## src/rtl/decode_stage.sv

```systemverilog
// TinyRV1 fetch-to-decode pipeline register.
// Holds one instruction + PC and its registered decode fields.
module decode_stage #(
    parameter int p_num_ops = 8
) (
    input  logic        clk,
    input  logic        rst_n,
    input  logic        in_val,
    output logic        in_rdy,
    input  logic [31:0] in_inst,
    input  logic [31:0] in_pc,
    input  logic        squash,
    output logic        out_val,
    input  logic        out_rdy,
    output logic [31:0] out_inst,
    output logic [31:0] out_pc,
    output logic [2:0]  out_op,
    output logic [1:0]  out_imm_type,
    output logic [4:0]  out_rd,
    output logic [4:0]  out_rs1,
    output logic [4:0]  out_rs2,
    output logic        out_rf_wen,
    output logic        out_mem_ren,
    output logic        out_mem_wen,
    output logic        out_jump,
    output logic        out_branch,
    output logic        out_illegal
);

    localparam int OpW = $clog2(p_num_ops);

    localparam logic [OpW-1:0] OP_ADD  = OpW'(0);
    localparam logic [OpW-1:0] OP_ADDI = OpW'(1);
    localparam logic [OpW-1:0] OP_MUL  = OpW'(2);
    localparam logic [OpW-1:0] OP_LW   = OpW'(3);
    localparam logic [OpW-1:0] OP_SW   = OpW'(4);
    localparam logic [OpW-1:0] OP_JAL  = OpW'(5);
    localparam logic [OpW-1:0] OP_JR   = OpW'(6);
    localparam logic [OpW-1:0] OP_BNE  = OpW'(7);

    localparam logic [1:0] IMM_I = 2'd0;
    localparam logic [1:0] IMM_S = 2'd1;
    localparam logic [1:0] IMM_J = 2'd2;
    localparam logic [1:0] IMM_B = 2'd3;

    typedef enum logic {
        EMPTY = 1'b0,
        FULL  = 1'b1
    } state_e;

    typedef struct packed {
        logic [31:0]    inst;
        logic [31:0]    pc;
        logic [OpW-1:0] op;
        logic [1:0]     imm_type;
        logic           rf_wen;
        logic           mem_ren;
        logic           mem_wen;
        logic           jump;
        logic           branch;
        logic           illegal;
    } dec_t;

    state_e state_q, state_d;
    dec_t   data_q, data_d;
    dec_t   dec;

    logic [6:0] opcode;
    logic [2:0] f3;
    logic [6:0] f7;
    logic [4:0] rd_f;

    logic is_add, is_mul, is_addi, is_lw;
    logic is_sw, is_jal, is_jr, is_bne;
    logic accept, drain;

    assign opcode = in_inst[6:0];
    assign f3     = in_inst[14:12];
    assign f7     = in_inst[31:25];
    assign rd_f   = in_inst[11:7];

    assign is_add  = (opcode == 7'b0110011) && (f3 == 3'b000)
                  && (f7 == 7'b0000000);
    assign is_mul  = (opcode == 7'b0110011) && (f3 == 3'b000)
                  && (f7 == 7'b0000001);
    assign is_addi = (opcode == 7'b0010011) && (f3 == 3'b000);
    assign is_lw   = (opcode == 7'b0000011) && (f3 == 3'b010);
    assign is_sw   = (opcode == 7'b0100011) && (f3 == 3'b010);
    assign is_jal  = (opcode == 7'b1101111);
    assign is_jr   = (opcode == 7'b1100111) && (f3 == 3'b000)
                  && (rd_f == 5'd0) && (in_inst[31:20] == 12'd0);
    assign is_bne  = (opcode == 7'b1100011) && (f3 == 3'b001);

    // Decode the incoming word; anything unmatched is flagged illegal.
    always_comb begin
        dec          = '0;
        dec.inst     = in_inst;
        dec.pc       = in_pc;
        unique case (1'b1)
            is_add: begin
                dec.op     = OP_ADD;
                dec.rf_wen = 1'b1;
            end
            is_mul: begin
                dec.op     = OP_MUL;
                dec.rf_wen = 1'b1;
            end
            is_addi: begin
                dec.op       = OP_ADDI;
                dec.imm_type = IMM_I;
                dec.rf_wen   = 1'b1;
            end
            is_lw: begin
                dec.op       = OP_LW;
                dec.imm_type = IMM_I;
                dec.rf_wen   = 1'b1;
                dec.mem_ren  = 1'b1;
            end
            is_sw: begin
                dec.op       = OP_SW;
                dec.imm_type = IMM_S;
                dec.mem_wen  = 1'b1;
            end
            is_jal: begin
                dec.op       = OP_JAL;
                dec.imm_type = IMM_J;
                dec.rf_wen   = 1'b1;
                dec.jump     = 1'b1;
            end
            is_jr: begin
                dec.op   = OP_JR;
                dec.jump = 1'b1;
            end
            is_bne: begin
                dec.op       = OP_BNE;
                dec.imm_type = IMM_B;
                dec.branch   = 1'b1;
            end
            default: begin
                dec.illegal = 1'b1;
            end
        endcase
        // x0 is hardwired; never request a write to it.
        if (rd_f == 5'd0) begin
            dec.rf_wen = 1'b0;
        end
    end

    assign in_rdy  = (state_q == EMPTY) || out_rdy;
    assign out_val = (state_q == FULL);
    assign accept  = in_val && in_rdy && !squash;
    assign drain   = out_val && out_rdy;

    // Next-state: squash wins, then accept (replaces), then drain.
    always_comb begin
        state_d = state_q;
        data_d  = data_q;
        if (squash) begin
            state_d = EMPTY;
        end else if (accept) begin
            state_d = FULL;
            data_d  = dec;
        end else if (drain) begin
            state_d = EMPTY;
        end
    end

    // Pipeline register with synchronous active-low reset.
    always_ff @(posedge clk) begin
        if (!rst_n) begin
            state_q <= EMPTY;
            data_q  <= '0;
        end else begin
            state_q <= state_d;
            data_q  <= data_d;
        end
    end

    assign out_inst     = data_q.inst;
    assign out_pc       = data_q.pc;
    assign out_op       = data_q.op;
    assign out_imm_type = data_q.imm_type;
    assign out_rd       = data_q.inst[11:7];
    assign out_rs1      = data_q.inst[19:15];
    assign out_rs2      = data_q.inst[24:20];
    assign out_rf_wen   = data_q.rf_wen;
    assign out_mem_ren  = data_q.mem_ren;
    assign out_mem_wen  = data_q.mem_wen;
    assign out_jump     = data_q.jump;
    assign out_branch   = data_q.branch;
    assign out_illegal  = data_q.illegal;

endmodule

```

## config.mk

```make
export PLATFORM = sky130hd
export DESIGN_NAME = decode_stage
export DESIGN_NICKNAME = d
export VERILOG_FILES = /design/src/rtl/decode_stage.sv
export SDC_FILE = /design/constraint.sdc
export NUM_CORES = 1
export LEC_CHECK = 0
export ABC_AREA = 1
export CAP_MARGIN = 20
export CORE_ASPECT_RATIO = 0.8
export CORE_MARGIN = 10
export CORE_UTILIZATION = 44
export CTS_BUF_LIST = sky130_fd_sc_hd__clkbuf_8
export DETAILED_ROUTE_END_ITERATION = 8
export PLACE_DENSITY_LB_ADDON = 0.08
export SKIP_CTS_REPAIR_TIMING = 1
export SYNTH_ARGS = -nofsm -noshare
export SYNTH_HDL_FRONTEND = slang
export SYNTH_SLANG_ARGS = --single-unit
```

## constraint.sdc

```tcl
create_clock -name clk -period 2.72 [get_ports clk]
set_input_delay 0.272 -clock clk [delete_from_list [all_inputs] [get_ports clk]]
set_output_delay 0.272 -clock clk [all_outputs]
set_load 0.02 [all_outputs]
```

==> results of run 1 <==
## per-layer routing
| metal | track usage | up-vias |
|---|---|---|
| met5 | 0 | - |
| met4 | 0.0675 | 0 |
| met3 | 0.0868 | 13 |
| met2 | 0.275 | 144 |
| met1 | 0.205 | 1411 |
| li1 | - | 1588 |
## layout make-up
cell class                 count  area [µm²]  share of cell area
inverter                      24        90.1              0.0188
clock buffer                  10         138              0.0288
sequential                    76        1520               0.318
multi-input combinational    279        1240               0.260
clock inverter                 5        52.6              0.0110
tap                           87         109              0.0228
timing repair buffer         163        1630               0.341
## path summary, 6_finish.rpt
kind	start	endpoint	slack (ns)	cells after the start
worst min-delay path	out_mem_wen$_SDFFE_PN0P_	out_mem_wen$_SDFFE_PN0P_	0.47	2
worst min register to register	out_mem_wen$_SDFFE_PN0P_	out_mem_wen$_SDFFE_PN0P_	0.47	2
worst max register to register	out_val$_SDFFE_PP0P_	out_illegal$_SDFFE_PN0P_	1.03	7
worst max-delay path	out_rdy	in_rdy	0.99	4
## sequential cells by signal, indices dropped and copies added (netlist names)
name and count:
out_branch 1, out_illegal 1, out_imm_type 2, out_inst 32, out_jump 1, out_mem_ren 1
out_mem_wen 1, out_op 3, out_pc 32, out_rf_wen 1, out_val 1
## synth_stat cells
cell,instances,area (µm²)
nand2_2,1,6.26
clkbuf_1,8,30.0
o21ai_1,2,10.0
nor3_2,1,10.0
nor3_1,4,20.0
a21oi_1,16,80.1
inv_1,19,71.3
a31oi_1,1,6.26
nand2_4,2,22.5
buf_4,16,120
inv_2,5,18.8
nand3_2,2,20.0
nand2_1,28,105
buf_2,10,50.1
clkbuf_2,2,10.0
dfxtp_1,76,1520
o21ai_0,69,345
nor2_1,136,510
nor2_2,1,6.26
o211ai_1,1,7.51
buf_6,2,22.5
nor2_8,1,20.0
a211oi_1,1,7.51
nand3_1,13,65.1
## cells by family after synthesis
logic type	synth area share
simple gates	0.255
compound gates	0.148
flops	0.493
buf+inv	0.105
## metrics by stage
| step | instance area, µm² | worst slack (ns) | total power, mW | cells | util |
|---|---|---|---|---|---|
| floorplan | 3090 | 1.45 | 1.51 | 417 | - |
| global placement | 4590 | 0.666 | 1.80 | 629 | 0.670 |
| detailed placement | 4590 | 0.609 | 1.81 | 629 | 0.670 |
| CTS | 4780 | 0.965 | 2.64 | 644 | 0.698 |
| global route | 4780 | 0.812 | 2.73 | 644 | 0.698 |
| finish | 4780 | 0.986 | 2.62 | 644 | 0.698 |
## where the power goes
part	leakage [nW]	switching [mW]	total (mW)	internal (mW)
clock network	0.0979	0.396	0.834	0.438
registers	0.626	0.0369	1.22	1.19
logic	1.28	0.285	0.561	0.276
## tightest hold or removal path: stages (launching register included)
cell and delay [ns]:
dfxtp_1 0.31, nand2_1 0.06, a21oi_1 0.05
## cells in the final DEF (no fill, tap or decap), drive strengths merged
cell type        n
clkinvlp         1
a21oi           16
o21ai           71
o211ai           1
clkinv           3
nor3             5
clkdlybuf4s50  159
nand2           31
a31oi            1
buf              4
nand3           15
a211oi           1
clkbuf          10
inv             24
bufinv           1
dfxtp           76
nor2           138
==> impl_metrics.env, run 1 <==
export IMPL_status="finished, final reports clean"
export IMPL_drive_gt1_frac=0.0575
export IMPL_crit_chain="clkdlybuf4s50_1 > inv_2 > nand2_4 > clkdlybuf4s50_1"
export IMPL_ir_drop_mv=0.382
export IMPL_cap_violations=0
export IMPL_cts_made_buffers=9
export IMPL_clock_sinks=76
export IMPL_ys_seq_area_frac=0.493
export IMPL_worstPathArrival_ns=1.46
export IMPL_core_area_um2=6860
export IMPL_ys_types=24
export IMPL_fillers=586
export IMPL_slew_violations=0
export IMPL_synthesis_area_um2=3090
export IMPL_leakage_nw=2.00
export IMPL_cpPeakStageDelay_ns=0.61
export IMPL_crit_family="buffers and inverters"
export IMPL_initial_core_util=0.450
export IMPL_fmax_mhz=577
export IMPL_grt_max_degree=90
export IMPL_crit_buf_inv=3
export IMPL_dieWidth_um=114
export IMPL_drcViolationCount=0
export IMPL_gr_total_overflow=0
export IMPL_wl_um=9890
export IMPL_ant_nets=0
export IMPL_antenna_found_initial=0
export IMPL_port_buffer_count=160
export IMPL_num_vias=3156
export IMPL_fin_crit_sh=0.638
export IMPL_critPathCaptureType="output port"
export IMPL_syn_inst=417
export IMPL_crit_path_start_kind="input pin"
export IMPL_crit_required_ns=2.45
export IMPL_finalSetupViolations=0
export IMPL_hpwl_um=7350
export IMPL_io_pins=161
export IMPL_hold_class="register to register"
export IMPL_path_class="input pin to output port"
export IMPL_worstPathMaxFanout=3
export IMPL_die_height_um=94.9
export IMPL_clk_pin_slew_ns=0.07
export IMPL_die_area_um2=10800
export IMPL_cp_common_cell="clkdlybuf4s50_1"
export IMPL_period_minus_slack_ns=1.73
export IMPL_first_iter_violations=155
export IMPL_syn_nets=486
export IMPL_num_antenna_cells=0
export IMPL_drtPass1Iterations=4
export IMPL_gp_congestion=0.823
export IMPL_clock_latency_ns=0.35
export IMPL_synth_seq_cells=76
export IMPL_power_density_nw_per_um2=547
export IMPL_grt_pass1_vias=3075
export IMPL_met3_length_um=1150
export IMPL_nNetsFinal=622
export IMPL_holdWs_ns=0.468
export IMPL_hold_viol_final=0
export IMPL_slew_headroom=0.527
export IMPL_syn2layout_area_growth_pct=55.0
export IMPL_tightest_slew_ns=0.709
export IMPL_grt_use_total=0.176
export IMPL_drt_wirelength_per_cell_um=15.4
export IMPL_avgSynthCellArea_um2=7.40
export IMPL_top_layer="met4"
export IMPL_grt_pass1_wl_um=15500
export IMPL_met1Wirelength_um=4080
export IMPL_ys_warn_count=0
export IMPL_route_met2_wl_um=4510
export IMPL_num_rows=27
export IMPL_h_tree_depth=3
export IMPL_skew_ns=0.00788
export IMPL_cts_tree="built"
export IMPL_cts_root_buf="clkbuf_8"
export IMPL_via_per_inst=4.90
export IMPL_final_setup_tns_ns=0
export IMPL_cp_slowest_cell="clkdlybuf4s50_1"
export IMPL_rsz0062_at_grt="no"
export IMPL_clockBufferDepth=2
(Power assumes the default switching activity.)
==> run 2: changes to the inputs <==
- CORE_UTILIZATION: 44 -> 41
- clock period: 2.72 -> 1.7 ns (I/O delays scaled with it)
==> impl_metrics.env, run 2 (synthesis gave the netlist of run 1 again) <==
export IMPL_hp_start="rst_n"
export IMPL_ir_drop_mv=0.543
export IMPL_syn2layout_area_growth_pct=57.6
export IMPL_worstPathArrival_ns=1.37
export IMPL_port_buffer_count=160
export IMPL_first_iter_violations=223
export IMPL_grt_use_total=0.170
export IMPL_drt_wirelength_per_cell_um=15.1
export IMPL_critPathCaptureType="output port"
export IMPL_timing_rr_start="out_val$_SDFFE_PP0P_"
export IMPL_status="finished, final reports clean"
export IMPL_drcViolationCount=0
export IMPL_wl_um=9850
export IMPL_power_density_nw_per_um2=893
export IMPL_clockBufferDepth=2
export IMPL_slew_violations=0
export IMPL_core_area_um2=7360
export IMPL_grt_pass1_wl_um=15600
export IMPL_cts_tree="built"
export IMPL_tightest_slew_ns=0.265
export IMPL_period_minus_slack_ns=1.54
export IMPL_place_inst=637
export IMPL_crit_required_ns=1.53
export IMPL_num_vias=3118
export IMPL_fin_cells=652
export IMPL_worstPathMaxFanout=3
export IMPL_drtPass1Iterations=5
export IMPL_initial_core_util=0.420
export IMPL_leakage_nw=2.05
export IMPL_die_height_um=97.6
export IMPL_hold_class="input pin to register"
export IMPL_hold_viol_final=0
export IMPL_gr_total_overflow=0
export IMPL_holdWs_ns=0.161
export IMPL_clk_pin_slew_ns=0.07
export IMPL_fmax_mhz=649
export IMPL_ant_nets=0
export IMPL_fin_crit_sh=0.907
export IMPL_path_class="register to output port"
export IMPL_final_common_cell="clkdlybuf4s50_1"
export IMPL_cap_violations=0
export IMPL_num_antenna_cells=0
export IMPL_final_setup_tns_ns=0
export IMPL_io_pins=161
export IMPL_crit_start="out_val$_SDFFE_PP0P_"
export IMPL_gp_congestion=0.812
export IMPL_drive_gt1_frac=0.0641
export IMPL_grt_max_degree=63
export IMPL_hpwl_um=7540
export IMPL_crit_path_start_kind="register"
export IMPL_antenna_found_initial=0
export IMPL_num_rows=28
export IMPL_rsz0062_at_grt="no"
export IMPL_via_per_inst=4.78
export IMPL_die_area_um2=11400
export IMPL_skew_ns=0.00442
export IMPL_finalSetupViolations=0
export IMPL_cts_root_buf="clkbuf_8"
export IMPL_clock_sinks=76
export IMPL_dieWidth_um=117
export IMPL_slew_headroom=0.822
export IMPL_h_tree_depth=3
export IMPL_nNetsFinal=627
export IMPL_grt_pass1_vias=3057
export IMPL_cts_made_buffers=9
export IMPL_fillers=645
export IMPL_clock_latency_ns=0.34
export IMPL_mostFrequentLayoutCells="clkdlybuf4s50_1, nor2_1, dfxtp_1"
[run 2: changes by cell type in the layout (fill, tap and decap cells not counted), sizes merged]
cell	previous run	this run
buf	4	9
bufinv	1	2
clkinv	3	2
inv	24	25
clkinvlp	1	0
[run 2: path summary, 6_finish.rpt]
check                                  to  slack, ns  cells after the start
max                                in_rdy       0.16                      2
max reg2reg  out_imm_type[0]$_SDFFE_PN0P_       0.43                      9
min          out_imm_type[0]$_SDFFE_PN0P_       0.16                      3
min reg2reg      out_illegal$_SDFFE_PN0P_       0.48                      2
[run 2: power breakdown]
group / switching [mW] / total [mW] / internal [mW]
Sequential: 0.0598 / 1.96 / 1.90
Combinational: 0.455 / 0.907 / 0.452
Clock: 0.627 / 1.48 / 0.853
Total: 1.14 / 4.34 / 3.20
[run 2: metrics by stage]
| step | utilization | cell area (µm²) | setup slack (ns) | power (mW) |
|---|---|---|---|---|
| after floorplan | - | 3090 | 0.429 | 2.42 |
| after global placement | 0.632 | 4650 | 0.109 | 2.89 |
| after detailed placement | 0.632 | 4650 | 0.0756 | 2.91 |
| after CTS | 0.661 | 4860 | 0.127 | 4.39 |
| after global routing | 0.661 | 4860 | 0.0978 | 4.54 |
| final | 0.661 | 4860 | 0.158 | 4.34 |
[run 2: critical path: stages (launching register included)]
cell             delay [ns]
dfxtp_1                0.33
nand2_4                0.09
clkdlybuf4s50_1        0.61
[run 2: final cells by class]
cell class / instances / area [µm²] / area share
multi-input combinational: 279 / 1240 / 0.255
sequential: 76 / 1520 / 0.313
tap: 90 / 113 / 0.0232
timing repair buffer: 168 / 1680 / 0.346
clock inverter: 5 / 77.6 / 0.0160
inverter: 24 / 90.1 / 0.0185
clock buffer: 10 / 138 / 0.0283
[run 2: layer usage]
layer	part of all wire	GRT usage
met1	0.43	0.200
met2	0.45	0.265
met3	0.12	0.0907
met4	0.0065	0.0370
met5	0	0
==> run 3: changes to the inputs <==
- CORE_UTILIZATION: 41 -> 25
==> impl_metrics.env, run 3 (synthesis gave the netlist of run 1 again) <==
export IMPL_crit_required_ns=1.53
export IMPL_cp_endpoint="in_rdy"
export IMPL_cap_violations=0
export IMPL_clock_sinks=76
export IMPL_via_per_inst=4.27
export IMPL_p_sw_mw=1.23
export IMPL_first_iter_violations=113
export IMPL_holdWs_ns=0.241
export IMPL_worstPathArrival_ns=1.38
export IMPL_die_area_um2=17200
export IMPL_core_area_um2=12100
export IMPL_die_height_um=119
export IMPL_final_common_cell="clkdlybuf4s50_1"
export IMPL_crit_chain="nand2_4 > clkdlybuf4s50_1"
export IMPL_hpwl_um=8260
export IMPL_grt_pass1_vias=3050
export IMPL_nNetsFinal=628
export IMPL_cpPeakStageDelay_ns=0.60
export IMPL_path_class="register to output port"
export IMPL_crit_path_start_kind="register"
export IMPL_cts_made_buffers=9
export IMPL_antenna_found_initial=0
export IMPL_top_layer="met4"
export IMPL_ir_drop_mv=0.376
export IMPL_drt_wirelength_per_cell_um=15.2
export IMPL_slew_headroom=0.741
export IMPL_hold_class="input pin to register"
export IMPL_slew_violations=0
export IMPL_p_comb_frac=0.208
export IMPL_reg2reg_slack_ns=0.41
export IMPL_critPathCaptureType="output port"
export IMPL_cts_tree="built"
export IMPL_timing_rr_start="out_val$_SDFFE_PP0P_"
export IMPL_finalSetupViolations=0
export IMPL_drcViolationCount=0
export IMPL_ant_nets=0
export IMPL_place_inst=700
export IMPL_grt_use_total=0.123
export IMPL_port_buffer_count=160
export IMPL_fmax_mhz=645
export IMPL_num_antenna_cells=0
export IMPL_seq_power_share=0.439
export IMPL_num_vias=3059
export IMPL_power_density_nw_per_um2=892
export IMPL_drtPass1Iterations=4
export IMPL_gp_congestion=0.800
export IMPL_reg2reg_depth=7
export IMPL_clock_latency_ns=0.35
export IMPL_grt_max_degree=45
export IMPL_timing_rr_end="out_mem_wen$_SDFFE_PN0P_"
export IMPL_num_rows=36
export IMPL_wl_um=10900
export IMPL_h_tree_depth=3
export IMPL_fin_crit_sh=0.912
export IMPL_mostFrequentLayoutCells="clkdlybuf4s50_1, nor2_1, dfxtp_1"
export IMPL_route_met2_wl_um=4700
export IMPL_drive_gt1_frac=0.0691
export IMPL_rsz0062_at_grt="no"
export IMPL_placed_area_um2=4770
export IMPL_met3_length_um=1410
export IMPL_met1Wirelength_um=4720
export IMPL_swShare=0.276
export IMPL_power_internal_mw=3.23
export IMPL_crit_start="out_val$_SDFFE_PP0P_"
export IMPL_dieWidth_um=144
export IMPL_final_core_util=0.412
export IMPL_hold_viol_final=0
export IMPL_syn2layout_area_growth_pct=61.8
export IMPL_clockBufferDepth=2
export IMPL_cts_root_buf="clkbuf_8"
export IMPL_period_minus_slack_ns=1.55
export IMPL_gr_total_overflow=0
export IMPL_clkPwrFrac=0.353
export IMPL_final_setup_tns_ns=0
export IMPL_cp_slowest_cell="clkdlybuf4s50_1"
export IMPL_io_pins=161
export IMPL_skew_ns=0.00515
export IMPL_fin_cells=716
export IMPL_finish_instance_area_um2=4990
export IMPL_grt_pass1_wl_um=16800
export IMPL_tightest_slew_ns=0.389
export IMPL_worstPathMaxFanout=3
export IMPL_initial_core_util=0.255
export IMPL_clk_pin_slew_ns=0.08
export IMPL_status="finished, final reports clean"
export IMPL_leakage_nw=2.06
export IMPL_worstHoldPathCells=3
## run 3: cell types whose count changed in the layout (fill, tap and decap cells not counted), sizes merged
| cell | delta |
|---|---|
| buf | +1 |
| clkinvlp | +1 |
## run 3: layer usage
metal | track usage | up-vias
met4 | 0.0246 | 0
met1 | 0.148 | 1349
met5 | 0 | -
met3 | 0.0782 | 6
met2 | 0.182 | 105
li1 | - | 1599
## run 3: how the worst min path moves through the flow
stage	end	start
floorplan	out_val$_SDFFE_PP0P_	squash
global placement	out_branch$_SDFFE_PN0P_	out_branch$_SDFFE_PN0P_
detailed placement	out_mem_wen$_SDFFE_PN0P_	out_mem_wen$_SDFFE_PN0P_
CTS	out_imm_type[0]$_SDFFE_PN0P_	rst_n
global route	out_imm_type[0]$_SDFFE_PN0P_	rst_n
finish	out_imm_type[0]$_SDFFE_PN0P_	rst_n
## run 3: power by group through the flow
stage                     clock network (mW)  logic, mW  registers, mW
after floorplan                            0      0.285           2.14
after global placement                     0      0.940           1.99
after detailed placement                   0      0.940           2.00
after CTS                               1.65      0.943           1.96
after global routing                    1.74       1.00           1.97
final                                   1.57      0.926           1.96
## run 3: area by class of cell
class	instances	area, µm²
flip-flops and latches	76	1520
multi-input cells	279	1240
clock buffers	10	138
repair buffers	169	1730
clock inverters	6	86.3
fillers	1227	7120
well taps	152	190
inverters	24	90.1
## run 3: through the flow
| stage | setup WS (ns) | total power, mW |
|---|---|---|
| final | 0.150 | 4.45 |
| after global routing | 0.0722 | 4.71 |
| after CTS | 0.109 | 4.55 |
| after detailed placement | 0.0737 | 2.94 |
| after global placement | 0.0874 | 2.93 |
| after floorplan | 0.429 | 2.42 |
## run 3: worst max-delay path, delay by kind of cell (launching register included)
family | cells | cell delay (ns)
buffers and inverters | 1 | 0.60
flip-flops | 1 | 0.34
AND/OR/NAND/NOR | 1 | 0.09
